==> src/rtl/mem_bus_master_if.sv <==
// Signal bundle between the execute stage, mem_bus_master and the memory-bus responder.
// The master modport is the initiator's view; the slave modport is the pipeline/responder side.
interface mem_bus_master_if;
    logic        req_valid;
    logic        req_ready;
    logic        req_write;
    logic [1:0]  req_size;
    logic        req_signed;
    logic [23:0] req_addr;
    logic [31:0] req_wdata;
    logic        rsp_valid;
    logic [31:0] rsp_rdata;
    logic        rsp_err;
    logic [21:0] bus_addr;
    logic [31:0] bus_wdata;
    logic [31:0] bus_rdata;
    logic [3:0]  bus_wmask;
    logic        bus_wlo;
    logic        bus_olo;

    modport master (
        input  req_valid, req_write, req_size, req_signed, req_addr, req_wdata, bus_rdata,
        output req_ready, rsp_valid, rsp_rdata, rsp_err,
               bus_addr, bus_wdata, bus_wmask, bus_wlo, bus_olo
    );

    modport slave (
        output req_valid, req_write, req_size, req_signed, req_addr, req_wdata, bus_rdata,
        input  req_ready, rsp_valid, rsp_rdata, rsp_err,
               bus_addr, bus_wdata, bus_wmask, bus_wlo, bus_olo
    );
endinterface

==> src/rtl/mem_bus_master.sv <==
// Two-phase (address, then data) memory-bus initiator with lane steering and load extension.
// Optional MEM_BUS_MASTER_MISALIGN_EN: report misaligned half/word accesses instead of aligning them.
module mem_bus_master (
    input logic              clock,
    input logic              resetlo,
    mem_bus_master_if.master bus
);

    typedef enum logic [1:0] {S_IDLE, S_ADDR, S_RDATA, S_WDATA} state_t;

    state_t      r_state, w_state_nxt;

    logic        r_write;
    logic [1:0]  r_size;
    logic        r_signed;
    logic [1:0]  r_lane;
    logic [31:0] r_wdata;

    logic [21:0] r_bus_addr,  w_bus_addr;
    logic [31:0] r_bus_wdata, w_bus_wdata;
    logic [3:0]  r_bus_wmask, w_bus_wmask;
    logic        r_bus_wlo,   w_bus_wlo;
    logic        r_bus_olo,   w_bus_olo;
    logic        r_rsp_valid, w_rsp_valid;
    logic [31:0] r_rsp_rdata, w_rsp_rdata;

    logic        w_accept;
    logic        w_start;
    logic [23:0] w_addr_al;
    logic [7:0]  w_lane_byte;
    logic [15:0] w_lane_half;
    logic [31:0] w_load_data;
    logic [31:0] w_store_data;
    logic [3:0]  w_store_mask;

    assign w_accept = bus.req_valid && (r_state == S_IDLE);

`ifdef MEM_BUS_MASTER_MISALIGN_EN
    logic w_misalign;
    logic r_err_pend;
    logic r_rsp_err;

    assign w_misalign = ((bus.req_size == 2'd1) && bus.req_addr[0]) ||
                        (bus.req_size[1] && (bus.req_addr[1:0] != 2'b00));
    assign w_addr_al  = bus.req_addr;
    // A misaligned request is consumed here but never reaches the bus.
    assign w_start    = w_accept && !w_misalign;
    assign bus.rsp_err = r_rsp_err;
`else
    always_comb begin
        w_addr_al = bus.req_addr;
        if (bus.req_size == 2'd1)
            w_addr_al[0] = 1'b0;
        else if (bus.req_size[1])
            w_addr_al[1:0] = 2'b00;
    end
    assign w_start     = w_accept;
    assign bus.rsp_err = 1'b0;
`endif

    assign w_lane_byte = bus.bus_rdata[{r_lane, 3'b000} +: 8];
    assign w_lane_half = r_lane[1] ? bus.bus_rdata[31:16] : bus.bus_rdata[15:0];

    always_comb begin
        case (r_size)
            2'd0:    w_load_data = {{24{r_signed & w_lane_byte[7]}}, w_lane_byte};
            2'd1:    w_load_data = {{16{r_signed & w_lane_half[15]}}, w_lane_half};
            default: w_load_data = bus.bus_rdata;
        endcase
    end

    always_comb begin
        case (r_size)
            2'd0: begin
                w_store_data = {4{r_wdata[7:0]}};
                w_store_mask = ~(4'b0001 << r_lane);
            end
            2'd1: begin
                w_store_data = {2{r_wdata[15:0]}};
                w_store_mask = r_lane[1] ? 4'b0011 : 4'b1100;
            end
            default: begin
                w_store_data = r_wdata;
                w_store_mask = 4'b0000;
            end
        endcase
    end

    // NOTE: every output gets its default before the case, so no branch can infer a latch.
    always_comb begin
        w_state_nxt = r_state;
        w_bus_addr  = r_bus_addr;
        w_bus_wdata = r_bus_wdata;
        w_bus_wmask = 4'hF;
        w_bus_wlo   = 1'b1;
        w_bus_olo   = 1'b1;
        w_rsp_valid = 1'b0;
        w_rsp_rdata = r_rsp_rdata;
        case (r_state)
            S_IDLE: begin
                if (w_start) begin
                    w_state_nxt = S_ADDR;
                    w_bus_addr  = w_addr_al[23:2];
                    w_bus_wlo   = !bus.req_write;
                end
            end
            S_ADDR: begin
                if (r_write) begin
                    w_state_nxt = S_WDATA;
                    w_bus_wdata = w_store_data;
                    w_bus_wmask = w_store_mask;
                end else begin
                    w_state_nxt = S_RDATA;
                    w_bus_olo   = 1'b0;
                end
            end
            S_RDATA: begin
                w_state_nxt = S_IDLE;
                w_rsp_valid = 1'b1;
                w_rsp_rdata = w_load_data;
            end
            S_WDATA: begin
                w_state_nxt = S_IDLE;
                w_rsp_valid = 1'b1;
                w_rsp_rdata = 32'h0;
            end
            default: w_state_nxt = S_IDLE;
        endcase
`ifdef MEM_BUS_MASTER_MISALIGN_EN
        if (r_err_pend) begin
            w_rsp_valid = 1'b1;
            w_rsp_rdata = 32'h0;
        end
`endif
    end

    // NOTE: all state updates are non-blocking so every register samples pre-edge values.
    always_ff @(posedge clock or negedge resetlo) begin
        if (!resetlo) begin
            r_state     <= S_IDLE;
            r_write     <= 1'b0;
            r_size      <= 2'd0;
            r_signed    <= 1'b0;
            r_lane      <= 2'd0;
            r_wdata     <= 32'h0;
            r_bus_addr  <= 22'h0;
            r_bus_wdata <= 32'h0;
            r_bus_wmask <= 4'hF;
            r_bus_wlo   <= 1'b1;
            r_bus_olo   <= 1'b1;
            r_rsp_valid <= 1'b0;
            r_rsp_rdata <= 32'h0;
        end else begin
            r_state     <= w_state_nxt;
            r_bus_addr  <= w_bus_addr;
            r_bus_wdata <= w_bus_wdata;
            r_bus_wmask <= w_bus_wmask;
            r_bus_wlo   <= w_bus_wlo;
            r_bus_olo   <= w_bus_olo;
            r_rsp_valid <= w_rsp_valid;
            r_rsp_rdata <= w_rsp_rdata;
            if (w_start) begin
                r_write  <= bus.req_write;
                r_size   <= bus.req_size;
                r_signed <= bus.req_signed;
                r_lane   <= w_addr_al[1:0];
                r_wdata  <= bus.req_wdata;
            end
        end
    end

`ifdef MEM_BUS_MASTER_MISALIGN_EN
    always_ff @(posedge clock or negedge resetlo) begin
        if (!resetlo) begin
            r_err_pend <= 1'b0;
            r_rsp_err  <= 1'b0;
        end else begin
            r_err_pend <= w_accept && w_misalign;
            if (r_err_pend)
                r_rsp_err <= 1'b1;
            else if (w_rsp_valid)
                r_rsp_err <= 1'b0;
        end
    end
`endif

    assign bus.req_ready = (r_state == S_IDLE);
    assign bus.bus_addr  = r_bus_addr;
    assign bus.bus_wdata = r_bus_wdata;
    assign bus.bus_wmask = r_bus_wmask;
    assign bus.bus_wlo   = r_bus_wlo;
    assign bus.bus_olo   = r_bus_olo;
    assign bus.rsp_valid = r_rsp_valid;
    assign bus.rsp_rdata = r_rsp_rdata;

endmodule

==> src/flat_wrapper.sv <==
// flat-port wrapper written by rule: the top's interface ports become plain ports
module mem_bus_master_flat 
  (clock, resetlo, bus_req_valid, bus_req_write, bus_req_size, bus_req_signed, bus_req_addr, bus_req_wdata, bus_bus_rdata, bus_req_ready, bus_rsp_valid, bus_rsp_rdata, bus_rsp_err, bus_bus_addr, bus_bus_wdata, bus_bus_wmask, bus_bus_wlo, bus_bus_olo);
  mem_bus_master_if bus_i ();
  input logic clock;
  input logic resetlo;
  input wire logic [$bits(bus_i.req_valid)-1:0] bus_req_valid;
  input wire logic [$bits(bus_i.req_write)-1:0] bus_req_write;
  input wire logic [$bits(bus_i.req_size)-1:0] bus_req_size;
  input wire logic [$bits(bus_i.req_signed)-1:0] bus_req_signed;
  input wire logic [$bits(bus_i.req_addr)-1:0] bus_req_addr;
  input wire logic [$bits(bus_i.req_wdata)-1:0] bus_req_wdata;
  input wire logic [$bits(bus_i.bus_rdata)-1:0] bus_bus_rdata;
  output wire logic [$bits(bus_i.req_ready)-1:0] bus_req_ready;
  output wire logic [$bits(bus_i.rsp_valid)-1:0] bus_rsp_valid;
  output wire logic [$bits(bus_i.rsp_rdata)-1:0] bus_rsp_rdata;
  output wire logic [$bits(bus_i.rsp_err)-1:0] bus_rsp_err;
  output wire logic [$bits(bus_i.bus_addr)-1:0] bus_bus_addr;
  output wire logic [$bits(bus_i.bus_wdata)-1:0] bus_bus_wdata;
  output wire logic [$bits(bus_i.bus_wmask)-1:0] bus_bus_wmask;
  output wire logic [$bits(bus_i.bus_wlo)-1:0] bus_bus_wlo;
  output wire logic [$bits(bus_i.bus_olo)-1:0] bus_bus_olo;
  assign bus_i.req_valid = bus_req_valid;
  assign bus_i.req_write = bus_req_write;
  assign bus_i.req_size = bus_req_size;
  assign bus_i.req_signed = bus_req_signed;
  assign bus_i.req_addr = bus_req_addr;
  assign bus_i.req_wdata = bus_req_wdata;
  assign bus_i.bus_rdata = bus_bus_rdata;
  assign bus_req_ready = bus_i.req_ready;
  assign bus_rsp_valid = bus_i.rsp_valid;
  assign bus_rsp_rdata = bus_i.rsp_rdata;
  assign bus_rsp_err = bus_i.rsp_err;
  assign bus_bus_addr = bus_i.bus_addr;
  assign bus_bus_wdata = bus_i.bus_wdata;
  assign bus_bus_wmask = bus_i.bus_wmask;
  assign bus_bus_wlo = bus_i.bus_wlo;
  assign bus_bus_olo = bus_i.bus_olo;
  mem_bus_master u_core (.clock(clock), .resetlo(resetlo), .bus(bus_i));
endmodule
==> config.mk <==
export PLATFORM = sky130hd
export DESIGN_NAME = mem_bus_master_flat
export DESIGN_NICKNAME = d
export VERILOG_FILES = /design/src/rtl/mem_bus_master_if.sv /design/src/rtl/mem_bus_master.sv /design/src/flat_wrapper.sv
export SDC_FILE = /design/constraint.sdc
export NUM_CORES = 1
export LEC_CHECK = 0
export ABC_AREA = 1
export BUFFER_PORTS_ARGS = -buffer_cell sky130_fd_sc_hd__clkbuf_2
export CORE_ASPECT_RATIO = 0.6
export CORE_MARGIN = 5
export CORE_UTILIZATION = 35
export CTS_CLUSTER_DIAMETER = 100
export DETAILED_ROUTE_END_ITERATION = 8
export GPL_ROUTABILITY_DRIVEN = 0
export GPL_TIMING_DRIVEN = 0
export PLACE_DENSITY = 0.58
export SLEW_MARGIN = 10
export SYNTH_ARGS = -nofsm -noshare
export SYNTH_HDL_FRONTEND = slang
export SYNTH_SLANG_ARGS = --single-unit
==> constraint.sdc <==
create_clock -name clock -period 2.6 [get_ports clock]
set_clock_uncertainty 0.15 [all_clocks]
set_input_delay 0.26 -clock clock [delete_from_list [all_inputs] [get_ports clock]]
set_output_delay 0.26 -clock clock [all_outputs]
set_load 0.02 [all_outputs]
==> summary.md, run 1 <==
| Metric | Value |
|---|---|
| Initial antenna violation count | 1 |
| Fin Setup TNS | 0 ns |
| Met1 usage | 31.7% |
| Number of global-route vias before repair | 5,621 |
| Kind of end point of the critical path | flip-flop |
| Final hold vios | 0 |
| DRT Pass-1 Iters | 5 |
| Most frequent cell after synthesis | nand2_1 |
| Clk buf depth | 2 |
| Total Routed Length | 19,500 um |
| Cell Count, Final, Fillers Out | 1,231 |
| Post-layout power | 10.6 mW |
| Gr busiest metal | met1 |
| Dpl ws | 0.650 ns |
| Peak supply drop | 0.666 mV |
| Max_cap viols | 0 |
| Pin count of the biggest net entering global routing | 89 |
| Root Buffer Master | clkbuf_16 |
| Max Slew Vio Count | 0 |
| Multi-input gate area | 0.00223 mm^2 |
| Die Area | 0.0196 mm^2 |
| Vias | 5,637 |
| Status | finished, final reports clean |
| Achievable frequency | 514 MHz |
| Sequential share of the synthesized area | 56.6% |
| Die W | 178 um |
| Drt drc | 0 |
| GR Overflow Total | 0 |
| CP required | 2.71 ns |
| M3 GR Usage | 5.87% |
| Synth cell count leaders | 348 x nand2_1, 127 x dfrtp_1, 57 x o21ai_0 |
| Hold Crit Class | primary input to flip-flop |
| Fill count | 1,652 |
| Unrepaired setup endpoints after global routing | false |
| Number of synthesized flops with an enable pin | 0 |
| WHS Endpoint | u_core.r_size[1]$_DFFE_PN0N_ |
| Wire per inst | 15.9 um |
| Via/cell ratio | 4.58 |
| Clock slew at reported path FFs | 0.06 ns |
| Worst r2r path cells | 5 |
| R2r setup slk | 0.66 ns |
| Slew of the pin with the lowest slew margin | 0.694 ns |
| Core area | 0.0164 mm^2 |
| H-tree depth | 4 |
| Met2 GRT Util | 27.2% |
| Min-delay src | bus_req_size[1] |
| Clock Latency Late Sink | 0.41 ns |
| Register bit total from synthesis | 133 |
| Yosys cell types | 28 |
| Crit path DAT | 2.05 ns |
| Area contributors post-synth | dfrtp_1 54%, nand2_1 22%, o21ai_0 4.8%, dfstp_2 2.7%, nor2_1 2.5% |
| Element type at the critical path start | flip-flop |
| Final Cycle Share | 74.8% |
| Worst reg2reg path startpoint | u_core.r_state[1]$_DFFE_PN0P_ |
| Ys async rst share | 100% |
| YS warnings | 0 |
| Syn_nets | 817 |
| I/O Buffers | 188 |
| Ratio of cells with drive above 1 in the final layout | 26.5% |
| Synth Flop Type | dfrtp_1 |
| Total Routing Usage GR | 20.1% |
| Synth-to-Final Area Change | 41.3% |
| CTS Buf Count | 17 |
| PnR worst setup slack | 0.656 ns |
| Placed Cells | 1,139 |
| Maximum fanout along the worst path | 10 |
| Iter 0 DRT Violations | 543 |
| Nets | 1,085 |
| Mapped Area | 0.00589 mm^2 |
| Io pins | 190 |
| Hold-critical path depth | 3 |
| Area leader, netlist | dfrtp_1 |
| Global-route wire length before repair | 31,200 um |
| Mapped Cells | 722 |
| Rel. slew slack | 53.7% |
| Setup Viol. Count Final | 0 |
| Resized Gates After CTS | 0 |
| Tmin final | 1.94 ns |
| Leakage | 4.44 nW |
| Row count | 36 |
| Critical path type | flip-flop to flip-flop |
| CTS tree | yes |
| Post-route ant nets | 0 |
| Synth top area share | 53.9% |
| Die Y | 111 um |
| Initial core utilization | 35.9% |
| Total clock sinks | 133 |
| Worst R2R End | u_core.r_wdata[2]$_DFFE_PN0N_ |
| HPWL Detailed | 14,200 um |
| N_diodes | 0 |
| Mean Syn Cell Area | 8.16 um^2 |
| Reg area | 0.00334 mm^2 |
| Pwr dens | 1280 mW/mm^2 |
[state kept, by name, indices dropped and copies added (netlist names)]
signal,flops
u_core.r_lane,2
u_core.bus.bus_wmask,4
u_core.bus.bus_wlo,1
u_core.bus.bus_addr,22
u_core.r_signed,1
u_core.bus.rsp_valid,1
u_core.r_state,2
u_core.r_size,2
u_core.bus.rsp_rdata,32
u_core.bus.bus_wdata,32
u_core.r_wdata,32
u_core.r_write,1
u_core.bus.bus_olo,1
[what timing repair did]
item / in CTS / in global routing
hold buffers: 60 / 0
endpoints found under the setup margin: 0 / 0
endpoints found under the hold margin: 105 / 0
setup buffers: 0 / 0
[metal layers]
layer | up-vias | share of wire, %
met2 | 215 | 40
met4 | 2 | 0.52
met3 | 13 | 9.0
li1 | 2789 | -
met1 | 2618 | 51
met5 | - | 0.067
[layout make-up]
cell class	count	area share, %
plain buffers	39	2.34
flip-flops and latches	133	40.1
well taps	228	3.43
clock buffers	18	5.16
inverters	34	1.59
multi-input cells	516	26.8
repair buffers	249	19.0
clock inverters	14	1.67
[layout by cell type, fill, tap and decap left out, types with 2 or more instances in the layout]
master           n
inv_2            6
o21ai_0         57
clkbuf_1        22
clkbuf_16       17
dfrtp_1        127
buf_6            3
dlygate4sd3_1   60
nor2_1          39
nand2_1        348
nor2_2           2
inv_6            7
buf_4            3
nand2_4          2
inv_1           27
o21a_1           8
or2_0            3
clkinv_4         2
o22a_1           7
o211ai_1         7
nand2_2          4
dfstp_2          6
buf_2           12
a21oi_1         19
clkinvlp_4       3
clkbuf_2       187
or2_2            4
nand3_1         10
[where the power goes]
part           total [mW]  switching (mW)  internal (mW)
Combinational        4.72            3.20           1.52
Clock                2.34            1.00           1.34
Sequential           3.58           0.555           3.02
Total                10.6            4.75           5.89
[critical path: stages (launching register included)]
cell	delay, ns
dfrtp_1	0.43
nor2_1	0.23
nand2_2	0.22
inv_2	0.10
clkbuf_1	0.50
o21ai_0	0.16
[worst max path at each step]
stage	slack (ns)	cells after the start	startpoint	to
2_1_floorplan	0.91	7	u_core.r_state[1]$_DFFE_PN0P_	u_core.r_wdata[3]$_DFFE_PN0N_
3_3_place_gp	-1.15	1	resetlo	u_core.bus.bus_addr[14]$_DFFE_PN0P_
3_5_place_dp	0.65	5	u_core.r_state[1]$_DFFE_PN0P_	u_core.r_wdata[1]$_DFFE_PN0N_
4_1_cts	0.65	5	u_core.r_state[1]$_DFFE_PN0P_	u_core.r_wdata[1]$_DFFE_PN0N_
5_1_grt	0.48	6	u_core.r_state[1]$_DFFE_PN0P_	u_core.r_wdata[13]$_DFFE_PN0N_
6_report	0.66	5	u_core.r_state[1]$_DFFE_PN0P_	u_core.r_wdata[2]$_DFFE_PN0N_
[per-stage QoR]
| step | area [um^2] | util (%) | hold slack, ns |
|---|---|---|---|
| 2_1_floorplan | 5890 | - | -0.186 |
| 3_3_place_gp | 7120 | 43.4 | 0.275 |
| 3_5_place_dp | 7160 | 43.6 | 0.0800 |
| 4_1_cts | 8320 | 50.8 | 0.000311 |
| 5_1_grt | 8320 | 50.8 | 0.0318 |
| 6_report | 8320 | 50.8 | 0.0163 |
[kinds of logic after synthesis]
logic type	count (synthesis)	share of synthesized area (%)
compound gates	99	9.55
buf+inv	73	5.56
flops	133	56.6
other cells	1	0.0636
simple gates	416	28.2
No activity file was read; power rests on OpenSTA's default activity.
==> run 2: changes to the inputs <==
--- a/config.mk
+++ b/config.mk
@@ -5,7 +5,7 @@
 export SDC_FILE = /design/constraint.sdc
 export NUM_CORES = 1
 export LEC_CHECK = 0
-export ABC_AREA = 1
+export ABC_AREA = 0
 export BUFFER_PORTS_ARGS = -buffer_cell sky130_fd_sc_hd__clkbuf_2
 export CORE_ASPECT_RATIO = 0.6
 export CORE_MARGIN = 5
@@ -14,7 +14,7 @@
 export DETAILED_ROUTE_END_ITERATION = 8
 export GPL_ROUTABILITY_DRIVEN = 0
 export GPL_TIMING_DRIVEN = 0
-export PLACE_DENSITY = 0.58
+export PLACE_DENSITY = 0.57
 export SLEW_MARGIN = 10
 export SYNTH_ARGS = -nofsm -noshare
 export SYNTH_HDL_FRONTEND = slang
==> constraint.sdc (replaced) <==
create_clock -name clock -period 2 [get_ports clock]
set_clock_uncertainty 0.15 [all_clocks]
set_input_delay 0.2 -clock clock [delete_from_list [all_inputs] [get_ports clock]]
set_output_delay 0.2 -clock clock [all_outputs]
set_load 0.02 [all_outputs]
==> summary.md, run 2 <==
| Metric | Value |
|---|---|
| Sequential share of the synthesized area | 55.6% (was 56.6%) |
| Max incr delay on CP | 0.36 ns (was 0.50 ns) |
| Pwr dens | 1660 mW/mm^2 (was 1280 mW/mm^2) |
| DP Area | 0.00727 mm^2 (was 0.00716 mm^2) |
| Initial core utilization | 35.3% (was 35.9%) |
| Hold Crit Class | primary input to flip-flop (unchanged) |
| Area contributors post-synth | dfrtp_1 53%, mux2_1 7.9%, mux2_2 5.4%, mux2i_1 5.2%, o21ai_0 4.2% (was dfrtp_1 54%, nand2_1 22%, o21ai_0 4.8%, dfstp_2 2.7%, nor2_1 2.5%) |
| Tmin final | 1.86 ns (was 1.94 ns) |
| GR Overflow Total | 0 (unchanged) |
| CTS Buf Count | 17 (unchanged) |
| Setup Viol. Count Final | 0 (unchanged) |
| R2r setup slk | 0.14 ns (was 0.66 ns) |
| Post-route ant nets | 0 (unchanged) |
| Unrepaired setup endpoints after global routing | false (unchanged) |
| Met2 GRT Util | 27.3% (was 27.2%) |
| Synth-to-Final Area Change | 44.7% (was 41.3%) |
| Via/cell ratio | 4.96 (was 4.58) |
| Drt drc | 0 (unchanged) |
| Post-layout power | 14.4 mW (was 10.6 mW) |
| HPWL Detailed | 13,500 um (was 14,200 um) |
| Ys async rst share | 100% (unchanged) |
| Slew of the pin with the lowest slew margin | 0.610 ns (was 0.694 ns) |
| Yosys cell types | 47 (was 28) |
| Number of synthesized flops with an enable pin | 0 (unchanged) |
| Design area | 0.00868 mm^2 (was 0.00832 mm^2) |
| Ratio of cells with drive above 1 in the final layout | 38.5% (was 26.5%) |
| Die Y | 111 um (about the same) |
| YS warnings | 0 (unchanged) |
| Synth top area share | 53.0% (was 53.9%) |
| Rel. slew slack | 59.3% (was 53.7%) |
| Wire per inst | 18.4 um (was 15.9 um) |
| Clk buf depth | 2 (unchanged) |
| Register bit total from synthesis | 133 (unchanged) |
| Mapped Area | 0.00600 mm^2 (was 0.00589 mm^2) |
| Mean Syn Cell Area | 12.5 um^2 (was 8.16 um^2) |
| Crit path DAT | 2.04 ns (was 2.05 ns) |
| Final Cycle Share | 92.9% (was 74.8%) |
| Achievable frequency | 538 MHz (was 514 MHz) |
| Vias | 5,052 (was 5,637) |
| Gr busiest metal | met2 (was met1) |
| Core area | 0.0170 mm^2 (was 0.0164 mm^2) |
| N_diodes | 0 (unchanged) |
| Peak supply drop | 0.749 mV (was 0.666 mV) |
| CP max stage cell | nand3_1 (was clkbuf_1) |
| Pin count of the biggest net entering global routing | 89 (unchanged) |
| Initial antenna violation count | 0 (was 1) |
| Critical Path Most Common Cell | buf_2 |
| CP required | 2.19 ns (was 2.71 ns) |
| Final hold vios | 0 (unchanged) |
| Clock Latency Late Sink | 0.41 ns (about the same) |
| Most common cell after layout, fill and taps aside | clkbuf_2 (was nand2_1) |
| Mapped Cells | 481 (was 722) |
| Row count | 37 (was 36) |
| Crit path cell chain | buf_2 > inv_1 > nand3_1 > buf_2 > o21ai_1 (was nor2_1 > nand2_2 > inv_2 > clkbuf_1 > o21ai_0) |
| Number of global-route vias before repair | 5,305 (was 5,621) |
| Syn_nets | 576 (was 817) |
| Nets | 867 (was 1,085) |
| Status | finished, final reports clean (unchanged) |
| Commonest non-fill, non-tap cells in the layout | 188 x clkbuf_2, 127 x dfrtp_1, 83 x dlygate4sd3_1, 50 x o21ai_0, 42 x mux2_1 (was 348 x nand2_1, 187 x clkbuf_2, 127 x dfrtp_1, 60 x dlygate4sd3_1, 57 x o21ai_0) |
| Max Slew Vio Count | 0 (unchanged) |
| Synth cell count leaders | 127 x dfrtp_1, 50 x o21ai_0, 42 x mux2_1 (was 348 x nand2_1, 127 x dfrtp_1, 57 x o21ai_0) |
| WP buf/inv | 3 (was 2) |
| Iter 0 DRT Violations | 275 (was 543) |
| Global-route wire length before repair | 29,200 um (was 31,200 um) |
| H-tree depth | 4 (unchanged) |
| Total clock sinks | 133 (unchanged) |
| Maximum fanout along the worst path | 10 (unchanged) |
| Leakage | 4.07 nW (was 4.44 nW) |
| Die W | 179 um (was 178 um) |
| Total Routed Length | 18,700 um (was 19,500 um) |
| Most frequent cell after synthesis | dfrtp_1 (was nand2_1) |
| Root Buffer Master | clkbuf_16 (unchanged) |
| CTS tree | yes (unchanged) |
| Io pins | 190 (unchanged) |
| Element type at the critical path start | flip-flop (unchanged) |
| CP delay by family, top | buffers and inverters (unchanged) |
| Kind of end point of the critical path | flip-flop (unchanged) |
| I/O Buffers | 188 (unchanged) |
| Die Area | 0.0199 mm^2 (was 0.0196 mm^2) |
| Clock slew at reported path FFs | 0.06 ns (about the same) |
| Met1 usage | 26.9% (was 31.7%) |
| Critical path type | flip-flop to flip-flop (unchanged) |
| Area leader, netlist | dfrtp_1 (unchanged) |
| Max_cap viols | 0 (unchanged) |
| Total Routing Usage GR | 19.0% (was 20.1%) |
| DRT Pass-1 Iters | 5 (unchanged) |
| Synth Flop Type | dfrtp_1 (unchanged) |
| M3 GR Usage | 6.07% (was 5.87%) |
run 2: cell types whose count changed after synthesis, sizes merged, moves of 9 or more:
| cell | before | now |
|---|---|---|
| nor3b | 0 | 10 |
| inv | 34 | 6 |
| buf | 18 | 28 |
| mux2 | 0 | 73 |
| nand2b | 0 | 9 |
| mux2i | 0 | 31 |
| a22oi | 0 | 23 |
| a21oi | 19 | 4 |
| nor2 | 42 | 12 |
| clkbuf | 21 | 8 |
| nand3 | 11 | 2 |
| nand2 | 355 | 31 |
| nor2b | 0 | 10 |
run 2: cell type report:
type,instances,area [um^2]
Buffer,36,226
Clock buffer,19,453
Clock inverter,13,126
Fill cell,1514,8310
Inverter,6,22.5
Multi-Input combinational cell,306,2410
Sequential cell,133,3340
Tap cell,234,293
Timing Repair Buffer,272,1810
run 2: power by group:
part | switching, mW | internal [mW] | total, mW | leakage [nW]
Combinational | 3.87 | 2.70 | 6.56 | 2.18
Clock | 1.26 | 1.79 | 3.05 | 0.266
Sequential | 0.832 | 4.00 | 4.83 | 1.62
Total | 5.96 | 8.48 | 14.4 | 4.07
run 2: worst register-to-register path: stages, from the launching register on:
cell	delay, ns
dfrtp_1	0.35
buf_2	0.17
inv_1	0.29
nand3_1	0.36
buf_2	0.31
o21ai_1	0.16
run 2: through the flow:
step,util [%],cells,setup WS [ns],setup TNS (ns),hold WS [ns]
detailed placement,42.8,904,0.164,0,0.0152
global route,51.1,1019,0.0281,0,0.0569
finish,51.1,1019,0.141,0,0.0436
CTS,51.1,1019,0.155,0,0.0358
global placement,42.6,903,-1.53,-198.07,0.235
floorplan,-,481,0.358,0,-0.246
run 2: worst paths after layout:
| check | startpoint | to | depth (start not counted) |
|---|---|---|---|
| min in group asynchronous | resetlo | u_core.bus.rsp_rdata[4]$_DFFE_PN0P_ | 2 |
| worst min-delay path | bus_bus_rdata[14] | u_core.bus.rsp_rdata[14]$_DFFE_PN0P_ | 4 |
| worst max register to register | u_core.r_size[1]$_DFFE_PN0N_ | u_core.bus.rsp_rdata[30]$_DFFE_PN0P_ | 5 |
| worst max-delay path | u_core.r_size[1]$_DFFE_PN0N_ | u_core.bus.rsp_rdata[30]$_DFFE_PN0P_ | 5 |
| worst min register to register | u_core.bus.bus_wdata[27]$_DFFE_PN0P_ | u_core.bus.bus_wdata[27]$_DFFE_PN0P_ | 1 |
| max in group asynchronous | resetlo | u_core.bus.bus_olo$_DFF_PN1_ | 3 |
run 2: metal layers:
layer	wire [um]	part of all wire, %
met1	8710	47
met2	8000	43
met3	1700	9.1
met4	311	1.7
met5	0	0
run 2: what timing repair did:
| action | 4_1_cts | 5_1_grt |
|---|---|---|
| buffers inserted | 0 | 0 |
| gates resized for setup | 0 | 0 |
| setup endpoints to repair | 0 | 0 |
| hold endpoints to repair | 128 | 0 |
| hold buffers | 83 | 0 |
run 2: cells by family (layout without fill, tap and decap cells):
group	Yosys count	after routing	synth area share, %
other	1	1	0.0625
muxes	104	104	19.0
buffers and inverters	42	346	4.15
and+or+nand+nor	83	83	7.84
AOI/OAI and AO/OA	118	118	13.3
DFF	133	133	55.6
==> run 3: changes to the inputs <==
--- a/config.mk
+++ b/config.mk
@@ -9,12 +9,13 @@
 export BUFFER_PORTS_ARGS = -buffer_cell sky130_fd_sc_hd__clkbuf_2
 export CORE_ASPECT_RATIO = 0.6
 export CORE_MARGIN = 5
-export CORE_UTILIZATION = 35
+export CORE_UTILIZATION = 50
 export CTS_CLUSTER_DIAMETER = 100
 export DETAILED_ROUTE_END_ITERATION = 8
 export GPL_ROUTABILITY_DRIVEN = 0
 export GPL_TIMING_DRIVEN = 0
-export PLACE_DENSITY = 0.57
+export PLACE_DENSITY = 0.78
+export RECOVER_POWER = 25
 export SLEW_MARGIN = 10
 export SYNTH_ARGS = -nofsm -noshare
 export SYNTH_HDL_FRONTEND = slang
==> summary.md, run 3 (synthesis results as in run 2) <==
| Metric | Value |
|---|---|
| Worst r2r path cells | 6 (was 5) |
| Setup Viol. Count Final | 0 (unchanged) |
| CTS tree | yes (unchanged) |
| Pwr dens | 1690 mW/mm^2 (was 1660 mW/mm^2) |
| Row count | 31 (was 37) |
| Post-route ant nets | 0 (unchanged) |
| Clock slew at reported path FFs | 0.06 ns (about the same) |
| Total Routing Usage GR | 25.8% (was 19.0%) |
| Clk buf depth | 2 (unchanged) |
| CP max stage cell | clkbuf_1 (was nand3_1) |
| Max_cap viols | 0 (unchanged) |
| DP Area | 0.00718 mm^2 (was 0.00727 mm^2) |
| Critical Path Most Common Cell | buf_2 (unchanged) |
| Leakage | 3.99 nW (was 4.07 nW) |
| Multi-input gate area | 0.00241 mm^2 (about the same) |
| Final Cycle Share | 94.9% (was 92.9%) |
| Tmin final | 1.90 ns (was 1.86 ns) |
| Crit path cell chain | buf_2 > and3b_1 > buf_2 > clkbuf_1 > a22oi_1 > o21ai_1 (was buf_2 > inv_1 > nand3_1 > buf_2 > o21ai_1) |
| Die W | 151 um (was 179 um) |
| Status | finished, final reports clean (unchanged) |
| Min-delay src | bus_bus_rdata[13] (was bus_bus_rdata[14]) |
| Synth-to-Final Area Change | 42.4% (was 44.7%) |
| N_diodes | 0 (unchanged) |
| Top layer in use | met5 (was met4) |
| Global-route wire length before repair | 28,200 um (was 29,200 um) |
| Reg area | 0.00334 mm^2 (unchanged) |
| Critical path type | flip-flop to flip-flop (unchanged) |
| Slew of the pin with the lowest slew margin | 0.880 ns (was 0.610 ns) |
| Final hold vios | 0 (unchanged) |
| Nets | 865 (was 867) |
| Total Routed Length | 18,200 um (was 18,700 um) |
| Ratio of cells with drive above 1 in the final layout | 35.0% (was 38.5%) |
| Iter 0 DRT Violations | 254 (was 275) |
| Root Buffer Master | clkbuf_16 (unchanged) |
| CP required | 2.18 ns (was 2.19 ns) |
| Design area | 0.00855 mm^2 (was 0.00868 mm^2) |
| Clock Latency Late Sink | 0.40 ns (was 0.41 ns) |
| Fill count | 868 (was 1,514) |
| I/O Buffers | 188 (unchanged) |
| Metal-1 WL | 7890 um (was 8710 um) |
| Met3 routed wirelength | 1920 um (was 1700 um) |
| Most common cell after layout, fill and taps aside | clkbuf_2 (unchanged) |
| Hold-critical path depth | 3 (was 4) |
| HPWL Detailed | 12,700 um (was 13,500 um) |
| WHS | 0.0209 ns (was 0.0436 ns) |
| Number of global-route vias before repair | 5,437 (was 5,305) |
| Hold Crit Class | primary input to flip-flop (unchanged) |
| WL met2 | 8070 um (was 8000 um) |
| Rel. slew slack | 41.3% (was 59.3%) |
| Maximum fanout along the worst path | 10 (unchanged) |
| Commonest non-fill, non-tap cells in the layout | 162 x clkbuf_2, 127 x dfrtp_1, 81 x dlygate4sd3_1, 50 x o21ai_0, 42 x mux2_1 (was 188 x clkbuf_2, 127 x dfrtp_1, 83 x dlygate4sd3_1, 50 x o21ai_0, 42 x mux2_1) |
| Cell Count, Final, Fillers Out | 946 (was 1,019) |
| Die Area | 0.0144 mm^2 (was 0.0199 mm^2) |
| Peak supply drop | 0.952 mV (was 0.749 mV) |
| Worst R2R End | u_core.bus.rsp_rdata[28]$_DFFE_PN0P_ (was u_core.bus.rsp_rdata[30]$_DFFE_PN0P_) |
| Via/cell ratio | 5.31 (was 4.96) |
| Setup Fix Bufs, Post-CTS | 0 (unchanged) |
| CP delay by family, top | buffers and inverters (unchanged) |
| Wire per inst | 19.2 um (was 18.4 um) |
| Element type at the critical path start | flip-flop (unchanged) |
| WP buf/inv | 3 (unchanged) |
| Kind of end point of the critical path | flip-flop (unchanged) |
| GR Overflow Total | 0 (unchanged) |
| Max Slew Vio Count | 0 (unchanged) |
| Initial core utilization | 50.4% (was 35.3%) |
| CTS Buf Count | 17 (unchanged) |
| Max incr delay on CP | 0.43 ns (was 0.36 ns) |
| Io pins | 190 (unchanged) |
| Placed Cells | 835 (was 904) |
| Resized Gates After CTS | 0 (unchanged) |
| Worst reg2reg path startpoint | u_core.r_size[1]$_DFFE_PN0N_ (unchanged) |
| Crit path DAT | 2.08 ns (was 2.04 ns) |
| Initial antenna violation count | 1 (was 0) |
| H-tree depth | 4 (unchanged) |
| WHS Endpoint | u_core.bus.rsp_rdata[13]$_DFFE_PN0P_ (was u_core.bus.rsp_rdata[14]$_DFFE_PN0P_) |
| Total clock sinks | 133 (unchanged) |
| DRT Pass-1 Iters | 5 (unchanged) |
| Core area | 0.0119 mm^2 (was 0.0170 mm^2) |
| Post-layout power | 14.5 mW (was 14.4 mW) |
| Vias | 5,019 (was 5,052) |
| Achievable frequency | 527 MHz (was 538 MHz) |
| Unrepaired setup endpoints after global routing | false (unchanged) |
| Die Y | 94.9 um (was 111 um) |
| Drt drc | 0 (unchanged) |
| Pin count of the biggest net entering global routing | 73 (was 89) |
| R2r setup slk | 0.10 ns (was 0.14 ns) |
run 3: cell types whose count changed in the layout (fill, tap and decap cells not counted), sizes merged:
cell and delta:
bufinv +2, clkbuf -1, clkinvlp -3, dlygate4sd3 -2
run 3: layout make-up:
class,count,share of cell area (%)
sequential,133,39.0
multi-input combinational,306,28.2
timing repair buffer,270,20.5
clock buffer,18,5.14
buffer,36,2.65
tap,165,2.42
clock inverter,12,1.80
inverter,6,0.264
run 3: worst max path at each step:
stage | startpoint | to | slack (ns) | cells after the start
after global placement | resetlo | u_core.bus.bus_addr[11]$_DFFE_PN0P_ | -1.45 | 1
after detailed placement | u_core.r_state[0]$_DFFE_PN0P_ | u_core.r_wdata[28]$_DFFE_PN0N_ | 0.15 | 5
after floorplan | u_core.r_state[0]$_DFFE_PN0P_ | u_core.bus.bus_addr[0]$_DFFE_PN0P_ | 0.36 | 5
after global routing | u_core.r_state[0]$_DFFE_PN0P_ | u_core.r_wdata[28]$_DFFE_PN0N_ | 0.04 | 5
final | u_core.r_size[1]$_DFFE_PN0N_ | u_core.bus.rsp_rdata[28]$_DFFE_PN0P_ | 0.10 | 6
after CTS | u_core.r_state[0]$_DFFE_PN0P_ | u_core.r_wdata[28]$_DFFE_PN0N_ | 0.14 | 5
run 3: routing by layer:
layer	global-route usage, %	vias up
met3	10.2	30
met4	8.67	2
li1	-	2310
met5	0	-
met2	39.5	217
met1	33.7	2460
run 3: power breakdown:
group | internal, mW | switching [mW]
clock | 1.98 | 1.16
sequential | 4.00 | 0.836
combinational | 2.63 | 3.88
run 3: timing repair:
action / CTS / global route
endpoints found under the hold margin: 142 / 0
setup endpoints to repair: 0 / 0
hold buffers: 81 / 0
run 3: per-stage QoR:
| step | util, % | worst slack, ns | TNS (ns) |
|---|---|---|---|
| final | 71.8 | 0.102 | 0 |
| after global routing | 71.8 | 0.0436 | 0 |
| after CTS | 72.1 | 0.138 | 0 |
| after detailed placement | 60.3 | 0.150 | 0 |
| after global placement | 60.0 | -1.45 | -186.38 |
| after floorplan | - | 0.358 | 0 |
run 3: worst min-delay path, cell delays in order:
cell and delay [ns]:
clkbuf_2 0.09, o21ai_0 0.16, a22oi_1 0.07
